### config.mk
export PLATFORM = sky130hd
export DESIGN_NAME = mu_alu_arbiter_flat
export DESIGN_NICKNAME = d
export VERILOG_FILES = /design/src/rtl/mu_alu_arbiter_if.sv /design/src/rtl/mu_alu_arbiter.sv /design/src/flat_wrapper.sv
export SDC_FILE = /design/constraint.sdc
export NUM_CORES = 1
export LEC_CHECK = 0
export ABC_AREA = 1
export ABC_CLOCK_PERIOD_IN_PS = 5800
export CAP_MARGIN = 20
export CORE_AREA = 4 4 167 169
export CTS_CLUSTER_DIAMETER = 100
export DETAILED_ROUTE_END_ITERATION = 12
export DIE_AREA = 0 0 171 173
export PLACE_DENSITY = 0.76
export SLEW_MARGIN = 10
export SYNTH_ARGS = -nofsm -noshare
export SYNTH_HDL_FRONTEND = slang
export SYNTH_SLANG_ARGS = --single-unit
### constraint.sdc
create_clock -name clk -period 5.8 [get_ports clk]
set_clock_uncertainty 0.1 [all_clocks]
set_input_delay 1.16 -clock clk [delete_from_list [all_inputs] [get_ports clk]]
set_output_delay 1.16 -clock clk [all_outputs]
set_load 0.005 [all_outputs]
### src/rtl/mu_alu_arbiter_if.sv
// Bundled request, shared-adder and response signals of the mu-cost adder arbiter.
// The slave modport is the arbiter's view; master is the requester/adder/consumer side.
interface mu_alu_arbiter_if #(
  parameter int NUM_REQ = 4,
  parameter int WIDTH   = 32,
  parameter int IDW     = $clog2(NUM_REQ)
);
  logic [NUM_REQ-1:0]       req_valid;
  logic [NUM_REQ-1:0]       req_ready;
  logic [NUM_REQ*WIDTH-1:0] req_a;
  logic [NUM_REQ*WIDTH-1:0] req_b;
  logic [WIDTH-1:0]         alu_operand_a;
  logic [WIDTH-1:0]         alu_operand_b;
  logic [WIDTH-1:0]         alu_result;
  logic                     alu_ready;
  logic                     rsp_valid;
  logic                     rsp_ready;
  logic [IDW-1:0]           rsp_id;
  logic [WIDTH-1:0]         rsp_result;
  logic                     rsp_overflow;

  modport slave (
    input  req_valid, req_a, req_b, alu_result, alu_ready, rsp_ready,
    output req_ready, alu_operand_a, alu_operand_b, rsp_valid, rsp_id, rsp_result, rsp_overflow
  );

  modport master (
    output req_valid, req_a, req_b, alu_result, alu_ready, rsp_ready,
    input  req_ready, alu_operand_a, alu_operand_b, rsp_valid, rsp_id, rsp_result, rsp_overflow
  );
endinterface

### src/rtl/mu_alu_arbiter.sv
// Round-robin arbiter sharing one mu-cost adder between NUM_REQ requesters.
// Optional MU_ALU_ARB_SATURATE_EN: clamp rsp_result to all-ones on unsigned carry.
//
// state  | meaning
// IDLE   | searching for a requester from ptr upward; grant is combinational
// ISSUE  | operands held on the adder, waiting for alu_ready
// RESP   | response presented until the consumer takes it
module mu_alu_arbiter #(
  parameter int NUM_REQ = 4,
  parameter int WIDTH   = 32,
  parameter int IDW     = $clog2(NUM_REQ)
) (
  input  logic          clk,
  input  logic          rst_n,
  mu_alu_arbiter_if.slave bus,
  output logic          busy,
  output logic [31:0]   op_count
);

  typedef enum logic [1:0] {
    S_IDLE  = 2'd0,
    S_ISSUE = 2'd1,
    S_RESP  = 2'd2
  } state_t;

  localparam logic [IDW:0]   NUM_REQ_W = (IDW+1)'(NUM_REQ);
  localparam logic [IDW-1:0] LAST_ID   = IDW'(NUM_REQ - 1);

  state_t             state;
  logic [IDW-1:0]     ptr;
  logic [IDW-1:0]     rsp_id_q;
  logic [WIDTH-1:0]   op_a_q;
  logic [WIDTH-1:0]   op_b_q;
  logic [WIDTH-1:0]   rsp_result_q;
  logic               rsp_overflow_q;
  logic               rsp_valid_q;

  logic               found;
  logic [IDW-1:0]     winner;
  logic [NUM_REQ-1:0] grant;
  logic               carry;
  logic [WIDTH-1:0]   cap_result;
  logic [IDW-1:0]     next_ptr;

  // Rotating priority search: the first valid requester at or after ptr wins.
  always_comb begin
    logic [IDW:0] cand;
    logic [IDW:0] offs;
    found  = 1'b0;
    winner = '0;
    cand   = '0;
    offs   = '0;
    for (int k = 0; k < NUM_REQ; k++) begin
      offs = (IDW+1)'(k);
      cand = {1'b0, ptr} + offs;
      if (cand >= NUM_REQ_W) begin
        cand = cand - NUM_REQ_W;
      end
      if (!found && bus.req_valid[cand[IDW-1:0]]) begin
        found  = 1'b1;
        winner = cand[IDW-1:0];
      end
    end
  end

  always_comb begin
    grant = '0;
    if (found) begin
      grant[winner] = 1'b1;
    end
  end

  assign bus.req_ready = (rst_n && state == S_IDLE) ? grant : '0;

  // A wrapped unsigned sum is always smaller than either operand.
  assign carry = (bus.alu_result < op_a_q);

`ifdef MU_ALU_ARB_SATURATE_EN
  assign cap_result = carry ? {WIDTH{1'b1}} : bus.alu_result;
`else
  assign cap_result = bus.alu_result;
`endif

  assign next_ptr = (rsp_id_q == LAST_ID) ? '0 : rsp_id_q + 1'b1;

  always_ff @(posedge clk or negedge rst_n) begin
    if (!rst_n) begin
      state          <= S_IDLE;
      ptr            <= '0;
      rsp_id_q       <= '0;
      op_a_q         <= '0;
      op_b_q         <= '0;
      rsp_result_q   <= '0;
      rsp_overflow_q <= 1'b0;
      rsp_valid_q    <= 1'b0;
      busy           <= 1'b0;
      op_count       <= '0;
    end else begin
      case (state)
        S_IDLE: begin
          if (found) begin
            op_a_q   <= bus.req_a[int'(winner)*WIDTH +: WIDTH];
            op_b_q   <= bus.req_b[int'(winner)*WIDTH +: WIDTH];
            rsp_id_q <= winner;
            busy     <= 1'b1;
            state    <= S_ISSUE;
          end
        end
        S_ISSUE: begin
          if (bus.alu_ready) begin
            rsp_result_q   <= cap_result;
            rsp_overflow_q <= carry;
            rsp_valid_q    <= 1'b1;
            state          <= S_RESP;
          end
        end
        S_RESP: begin
          if (bus.rsp_ready) begin
            rsp_valid_q <= 1'b0;
            busy        <= 1'b0;
            op_count    <= op_count + 32'd1;
            ptr         <= next_ptr;
            state       <= S_IDLE;
          end
        end
        default: begin
          rsp_valid_q <= 1'b0;
          busy        <= 1'b0;
          state       <= S_IDLE;
        end
      endcase
    end
  end

  assign bus.alu_operand_a = op_a_q;
  assign bus.alu_operand_b = op_b_q;
  assign bus.rsp_valid     = rsp_valid_q;
  assign bus.rsp_id        = rsp_id_q;
  assign bus.rsp_result    = rsp_result_q;
  assign bus.rsp_overflow  = rsp_overflow_q;

endmodule

### src/flat_wrapper.sv
// flat-port wrapper written by rule: the top's interface ports become plain ports
module mu_alu_arbiter_flat 
#(
  parameter int NUM_REQ = 4,
  parameter int WIDTH   = 32,
  parameter int IDW     = $clog2(NUM_REQ)
)
  (clk, rst_n, busy, op_count, bus_req_valid, bus_req_a, bus_req_b, bus_alu_result, bus_alu_ready, bus_rsp_ready, bus_req_ready, bus_alu_operand_a, bus_alu_operand_b, bus_rsp_valid, bus_rsp_id, bus_rsp_result, bus_rsp_overflow);
  mu_alu_arbiter_if #(.NUM_REQ(NUM_REQ), .WIDTH(WIDTH), .IDW(IDW)) bus_i ();
  input  logic clk;
  input  logic rst_n;
  output logic busy;
  output logic [31:0] op_count;
  input wire logic [$bits(bus_i.req_valid)-1:0] bus_req_valid;
  input wire logic [$bits(bus_i.req_a)-1:0] bus_req_a;
  input wire logic [$bits(bus_i.req_b)-1:0] bus_req_b;
  input wire logic [$bits(bus_i.alu_result)-1:0] bus_alu_result;
  input wire logic [$bits(bus_i.alu_ready)-1:0] bus_alu_ready;
  input wire logic [$bits(bus_i.rsp_ready)-1:0] bus_rsp_ready;
  output wire logic [$bits(bus_i.req_ready)-1:0] bus_req_ready;
  output wire logic [$bits(bus_i.alu_operand_a)-1:0] bus_alu_operand_a;
  output wire logic [$bits(bus_i.alu_operand_b)-1:0] bus_alu_operand_b;
  output wire logic [$bits(bus_i.rsp_valid)-1:0] bus_rsp_valid;
  output wire logic [$bits(bus_i.rsp_id)-1:0] bus_rsp_id;
  output wire logic [$bits(bus_i.rsp_result)-1:0] bus_rsp_result;
  output wire logic [$bits(bus_i.rsp_overflow)-1:0] bus_rsp_overflow;
  assign bus_i.req_valid = bus_req_valid;
  assign bus_i.req_a = bus_req_a;
  assign bus_i.req_b = bus_req_b;
  assign bus_i.alu_result = bus_alu_result;
  assign bus_i.alu_ready = bus_alu_ready;
  assign bus_i.rsp_ready = bus_rsp_ready;
  assign bus_req_ready = bus_i.req_ready;
  assign bus_alu_operand_a = bus_i.alu_operand_a;
  assign bus_alu_operand_b = bus_i.alu_operand_b;
  assign bus_rsp_valid = bus_i.rsp_valid;
  assign bus_rsp_id = bus_i.rsp_id;
  assign bus_rsp_result = bus_i.rsp_result;
  assign bus_rsp_overflow = bus_i.rsp_overflow;
  mu_alu_arbiter #(.NUM_REQ(NUM_REQ), .WIDTH(WIDTH), .IDW(IDW)) u_core (.clk(clk), .rst_n(rst_n), .bus(bus_i), .busy(busy), .op_count(op_count));
endmodule
==> results of run 1 <==
==> cells in the final DEF, fill, tap and decap left out, types with 5 or more instances in the layout <==
cell type | netlist | final
clkinvlp_4 | 0 | 5
inv_2 | 6 | 6
dfrtp_1 | 137 | 137
o21ai_0 | 10 | 10
clkbuf_16 | 0 | 17
inv_1 | 61 | 61
ha_1 | 33 | 33
xnor2_1 | 13 | 13
nand3_1 | 18 | 17
mux2_2 | 32 | 32
buf_4 | 7 | 14
xor2_1 | 18 | 18
nand4_1 | 139 | 139
clkdlybuf4s50_1 | 0 | 431
nand2_1 | 745 | 743
a21oi_1 | 17 | 17
nor3_1 | 13 | 13
nor2_1 | 27 | 27
==> worst register-to-register path: cells and delay by family (launching register included) <==
kind | cells | cell delay, ns
buffers and inverters | 3 | 1.49
AND/OR/NAND/NOR | 13 | 1.89
flip-flops | 1 | 0.62
==> path summary, 6_finish.rpt <==
kind                                                 to                         from  depth (start not counted)
hold reg to reg             u_core.bus.alu_operand_b[9]  u_core.bus.alu_operand_b[9]                          2
hold / removal              u_core.bus.alu_operand_b[9]  u_core.bus.alu_operand_b[9]                          2
setup / recovery                       bus_req_ready[0]             bus_req_valid[1]                         12
min in group asynchronous     u_core.bus.rsp_result[10]                        rst_n                          1
max in group asynchronous           u_core.op_count[22]                        rst_n                          2
setup reg to reg           u_core.bus.alu_operand_b[29]                u_core.ptr[0]                         16
==> through the flow <==
| stage | util | setup slack, ns | instances | instance area, um^2 | hold WS [ns] |
|---|---|---|---|---|---|
| after floorplan | - | 2.21 | 1379 | 9470 | 0.368 |
| after global placement | 0.522 | 0.901 | 2078 | 13900 | 0.361 |
| after detailed placement | 0.522 | 0.863 | 2078 | 13900 | 0.364 |
| after CTS | 0.543 | 0.849 | 2110 | 14400 | 0.378 |
| after global routing | 0.543 | 0.655 | 2110 | 14400 | 0.397 |
| final | 0.543 | 0.843 | 2110 | 14400 | 0.375 |
==> metal layers <==
metal  track usage  wire (um)  vias up
met1         0.288      14500     4880
met2         0.401      17900      449
met3        0.0622       3040       71
met5             0         40        -
met4        0.0789       1160       10
li1              -          -     5201
==> layout make-up <==
type | count | area [um^2]
inverters | 67 | 251
clock buffers | 20 | 457
repair buffers | 446 | 4430
multi-input cells | 1087 | 5340
fillers | 2525 | 12200
clock inverters | 12 | 91.3
well taps | 341 | 427
flip-flops and latches | 137 | 3430
==> state kept, by name, indices dropped and copies added (netlist names) <==
name,cells
u_core.bus.alu_operand_a,32
u_core.bus.alu_operand_b,32
u_core.bus.rsp_result,32
u_core.op_count,32
u_core.bus.rsp_id,2
u_core.ptr,2
u_core.state,2
u_core.bus.rsp_overflow,1
u_core.bus.rsp_valid,1
u_core.busy,1
==> power breakdown <==
group          internal, mW  total (mW)  leakage, nW  switching (mW)
clock network         0.575        1.03        0.256           0.458
registers              1.35        1.63         1.71           0.286
logic                  2.08        5.42         5.11            3.35
total                  4.00        8.09         7.08            4.09
==> kinds of logic (layout without fill, tap and decap cells) <==
group           Yosys count  after routing  synth area share
simple gates            958            958             0.430
buf+inv                 155            545            0.0789
flops                   137            137             0.362
fa+ha+maj                33             33            0.0436
compound gates           33             33            0.0189
mux                      32             32            0.0381
xor+xnor                 31             31            0.0287
==> impl_metrics.ini, run 1 <==
[critical_path]
arrival_ns = 3.70
critical_path_class = input port to primary output
crit_top_cell = nand2_1
start_kind = input port
path_buf_inv = 4
worstPathCellList = clkdlybuf4s50_1 > inv_1 > nand2_1 > nand2_1 > nand2_1 > nand2_1 > nand2_1 > nand3_4 > nand3_4 > inv_2 > nor3_1 > clkdlybuf4s50_1
cpPeakStageDelay_ns = 0.54
rrSetupSlack_ns = 1.64
critPathSlowestCell = clkdlybuf4s50_1
crit_required_ns = 4.54
end_kind = primary output
cp_max_fo = 52
critPathTopFamily = simple AND/OR/NAND/NOR gates

[clocking]
cts_max_level = 4
cts_hold_buf = 0
cts_tree = yes
worstSkewPairLatency_ns = 0.42
post_cts_resized = 0
cts_max_path_buffers = 2
clock-sinks = 137
cts_buffers = 17
cts_setup_buffers = 0
cts_root_buf = clkbuf_16
cts.clk_slew.worst_paths_ns = 0.06

[placement]
hpwl_mm = 27.2
io_buffers = 432
gp_congestion = 0.949

[die]
die_area_um2 = 29600
initial_core_util = 0.356
core_um2 = 26600
die_y_um = 173
ios = 433
rows = 60
fp.dieW_um = 171

[power_and_ir_drop]
ir_worst_vdd_mv = 0.398
power_density_nw_per_um2 = 561
finalPower_mw = 8.09
leakagePower_nw = 7.08

[detailed_routing]
vias = 10611
wl_per_cell_um = 17.4
firstDrtPassIters = 5
drtIter0Drc = 830
vias_per_cell = 5.03
antenna_left = 0
routed_wl_mm = 36.7
drc = 0

[timing]
worst_pin_slew_ns = 0.869
final-setup-viol-count = 0
min_period_over_period = 0.855
min_period_ns = 4.96
max_freq_mhz = 202
setup_tns_ns = 0
relSlewSlack = 0.421
finalMaxSlewViolations = 0
finalHoldViolations = 0
rsz0062_at_grt = false

[synthesis]
synth_top_area_frac = 0.362
synth_flop_cell = dfrtp_1
syn-mean-instance-area_um2 = 6.87
synth_edf_count = 0
syn_area_um2 = 9470
syn-num-nets = 1708
yosysTopAreaCell = dfrtp_1
yosysUniqueCellTypes = 33
synth-seq-cells = 137
synth_cells = 1379
synth.most_common_cell = nand2_1
yosys-top-cells-area = dfrtp_1, nand2_1, nand4_1, ha_1, mux2_2
async_flop_share = 1.00
synthTopCellsByCount = nand2_1, nand4_1, dfrtp_1
ys_warn_count = 0
yosysSeqAreaShare = 0.362

[final_layout]
syn2layout_area_growth_pct = 52.3
drive_above_1_share = 0.0560
finalNetCount = 2085
n_antenna_cell = 0

[grt]
grt_usage = 0.236
grt_pass1_vias = 10273
grt_overflow = 0
grt_max_degree = 79
antenna_found_initial = 4
grt_pass1_wl_mm = 55.7

[outcome]
outcome = complete, no violations

[worst_hold_path]
hold_class = flip-flop to flip-flop

[run]
max-cap-violations = 0
Power figures use the tool's default switching activity.
==> run 2: changes to the inputs <==
--- a/config.mk
+++ b/config.mk
@@ -12,6 +12,7 @@
 export CTS_CLUSTER_DIAMETER = 100
 export DETAILED_ROUTE_END_ITERATION = 12
 export DIE_AREA = 0 0 171 173
+export GPL_ROUTABILITY_DRIVEN = 1
 export PLACE_DENSITY = 0.76
 export SLEW_MARGIN = 10
 export SYNTH_ARGS = -nofsm -noshare
==> results of run 2 <==
Final layout, timing and power as in run 1 (identical DEF).
==> run 3: changes to the inputs <==
--- a/config.mk
+++ b/config.mk
@@ -8,12 +8,13 @@
 export ABC_AREA = 1
 export ABC_CLOCK_PERIOD_IN_PS = 5800
 export CAP_MARGIN = 20
-export CORE_AREA = 4 4 167 169
+export CORE_AREA = 4 4 165 167
+export CTS_BUF_LIST = sky130_fd_sc_hd__clkbuf_8
 export CTS_CLUSTER_DIAMETER = 100
 export DETAILED_ROUTE_END_ITERATION = 12
-export DIE_AREA = 0 0 171 173
+export DIE_AREA = 0 0 169 171
 export GPL_ROUTABILITY_DRIVEN = 1
-export PLACE_DENSITY = 0.76
+export PLACE_DENSITY = 0.77
 export SLEW_MARGIN = 10
 export SYNTH_ARGS = -nofsm -noshare
 export SYNTH_HDL_FRONTEND = slang
==> run 3 against run 2 <==
  * Worst hold slack better by 0.010 ns
  * Register-to-register slack better by 0.57 ns
  * Clock power down 17%
  * Sequential share of layout area up 0.22 points
  * Final area down 0.93%
  * Global-route usage up 1.2 points
  * Core utilization up 1.2 points
  * Critical path type unchanged
  * Largest cell class unchanged
==> impl_metrics.ini, run 3 (synthesis results as in run 1) <==
[timing]
final-setup-viol-count = 0
relSlewSlack = 0.355
setup_tns_ns = 0
min_period_over_period = 0.805
holdWs_ns = 0.386
worst_slack_ns = 1.13
finalHoldViolations = 0
min_period_ns = 4.67
worst_pin_slew_ns = 0.968
finalMaxSlewViolations = 0
rsz0062_at_grt = false
max_freq_mhz = 214

[power_and_ir_drop]
seqPwrFrac = 0.204
ir_worst_vdd_mv = 0.698
p_clk_frac = 0.107
combPwrFrac = 0.689
finalPower_mw = 7.97
intPower_mw = 3.83
net-switching-power_mw = 4.14
swShare = 0.519
power_density_nw_per_um2 = 558
leakagePower_nw = 7.03

[grt]
grtUsageMet1 = 0.309
grt_max_degree = 75
antenna_found_initial = 2
busiest_layer = met2
grt_overflow = 0
grt_usage = 0.248
grt_pass1_vias = 10227
grt_pass1_wl_mm = 56.9
use_met2 = 0.430
grtUsageMet3 = 0.0575

[final_layout]
drive_above_1_share = 0.0576
final_cell_count_no_fill = 2106
post-route-util = 0.555
finalNetCount = 2087
layout_common_cells = nand2_1, clkdlybuf4s50_1, nand4_1
n_antenna_cell = 0
layout_commonest_cell = nand2_1
fin_area_um2 = 14300
syn2layout_area_growth_pct = 50.9

[placement]
gp_congestion = 0.968
io_buffers = 432
pre_cts_ws_ns = 1.16
place_inst = 2074
hpwl_mm = 27.8
place_area_um2 = 13900

[run]
max-cap-violations = 0

[clocking]
cts_max_path_buffers = 2
clock-sinks = 137
cts_root_buf = clkbuf_8
cts_max_level = 4
cts_buffers = 17
worstSkewPairLatency_ns = 0.45
cts.clk_slew.worst_paths_ns = 0.09
cts_setup_buffers = 0
cts_tree = yes
post_cts_resized = 0
cts_hold_buf = 0

[worst_hold_path]
min-delay-start = u_core.op_count[31]
holdPathEnd = u_core.op_count[31]
min_delay_path_depth = 1
hold_class = flip-flop to flip-flop

[critical_path]
rr_endpoint = u_core.bus.alu_operand_b[17]
start_kind = input port
crit_required_ns = 4.54
end_kind = primary output
rrSetupSlack_ns = 2.21
cp_max_fo = 31
critical_path_class = input port to primary output
r2r-start = u_core.ptr[0]
reg2reg_depth = 14
arrival_ns = 3.41

[detailed_routing]
vias_per_cell = 5.05
drc = 0
drtIter0Drc = 735
firstDrtPassIters = 5
wl_per_cell_um = 17.9
vias = 10628
antenna_left = 0
routed_wl_mm = 37.7

[die]
ios = 433
die_y_um = 171
fp.dieW_um = 169
core_um2 = 25800
rows = 59
die_area_um2 = 28900
initial_core_util = 0.368

[outcome]
outcome = complete, no violations
==> run 3: worst max path at each step <==
stage | startpoint | endpoint | slack [ns] | depth (start not counted)
6_report | bus_req_valid[1] | bus_req_ready[3] | 1.13 | 12
5_1_grt | bus_req_valid[0] | bus_req_ready[2] | 1.01 | 12
4_1_cts | bus_req_valid[1] | bus_req_ready[3] | 1.16 | 12
3_5_place_dp | bus_req_valid[1] | bus_req_ready[3] | 1.16 | 12
3_3_place_gp | bus_req_valid[3] | bus_req_ready[2] | 1.23 | 12
2_1_floorplan | bus_req_valid[3] | bus_req_ready[0] | 2.21 | 11
==> run 3: layout make-up <==
class                           instances  area, um^2
Fill cell                            2480       11500
Multi-Input combinational cell       1087        5330
Timing Repair Buffer                  448        4450
Sequential cell                       137        3430
Tap cell                              335         419
Inverter                               67         251
Clock buffer                           17         234
Clock inverter                         15         178
==> run 3: routing by layer <==
metal	share of wire	wire length, um
met4	0.023	866
met1	0.41	15500
met2	0.49	18600
met3	0.072	2720
met5	0.0011	40
==> run 3: power groups by stage <==
| stage | Combinational (mW) | Sequential, mW | Clock (mW) |
|---|---|---|---|
| after floorplan | 3.67 | 1.60 | 0 |
| after global placement | 5.40 | 1.62 | 0 |
| after detailed placement | 5.50 | 1.63 | 0 |
| after CTS | 5.52 | 1.63 | 0.880 |
| after global routing | 6.16 | 1.68 | 0.925 |
| final | 5.49 | 1.63 | 0.856 |
==> run 3: critical path, stage by stage <==
cell and delay, ns:
clkdlybuf4s50_1 0.41, inv_1 0.08, nand2_1 0.08, nand3_1 0.16, nand2_2 0.10, nor2_4 0.17
nand3_1 0.10, nand3_1 0.10, nand2_2 0.07, buf_4 0.25, nor3_1 0.18, clkdlybuf4s50_1 0.53
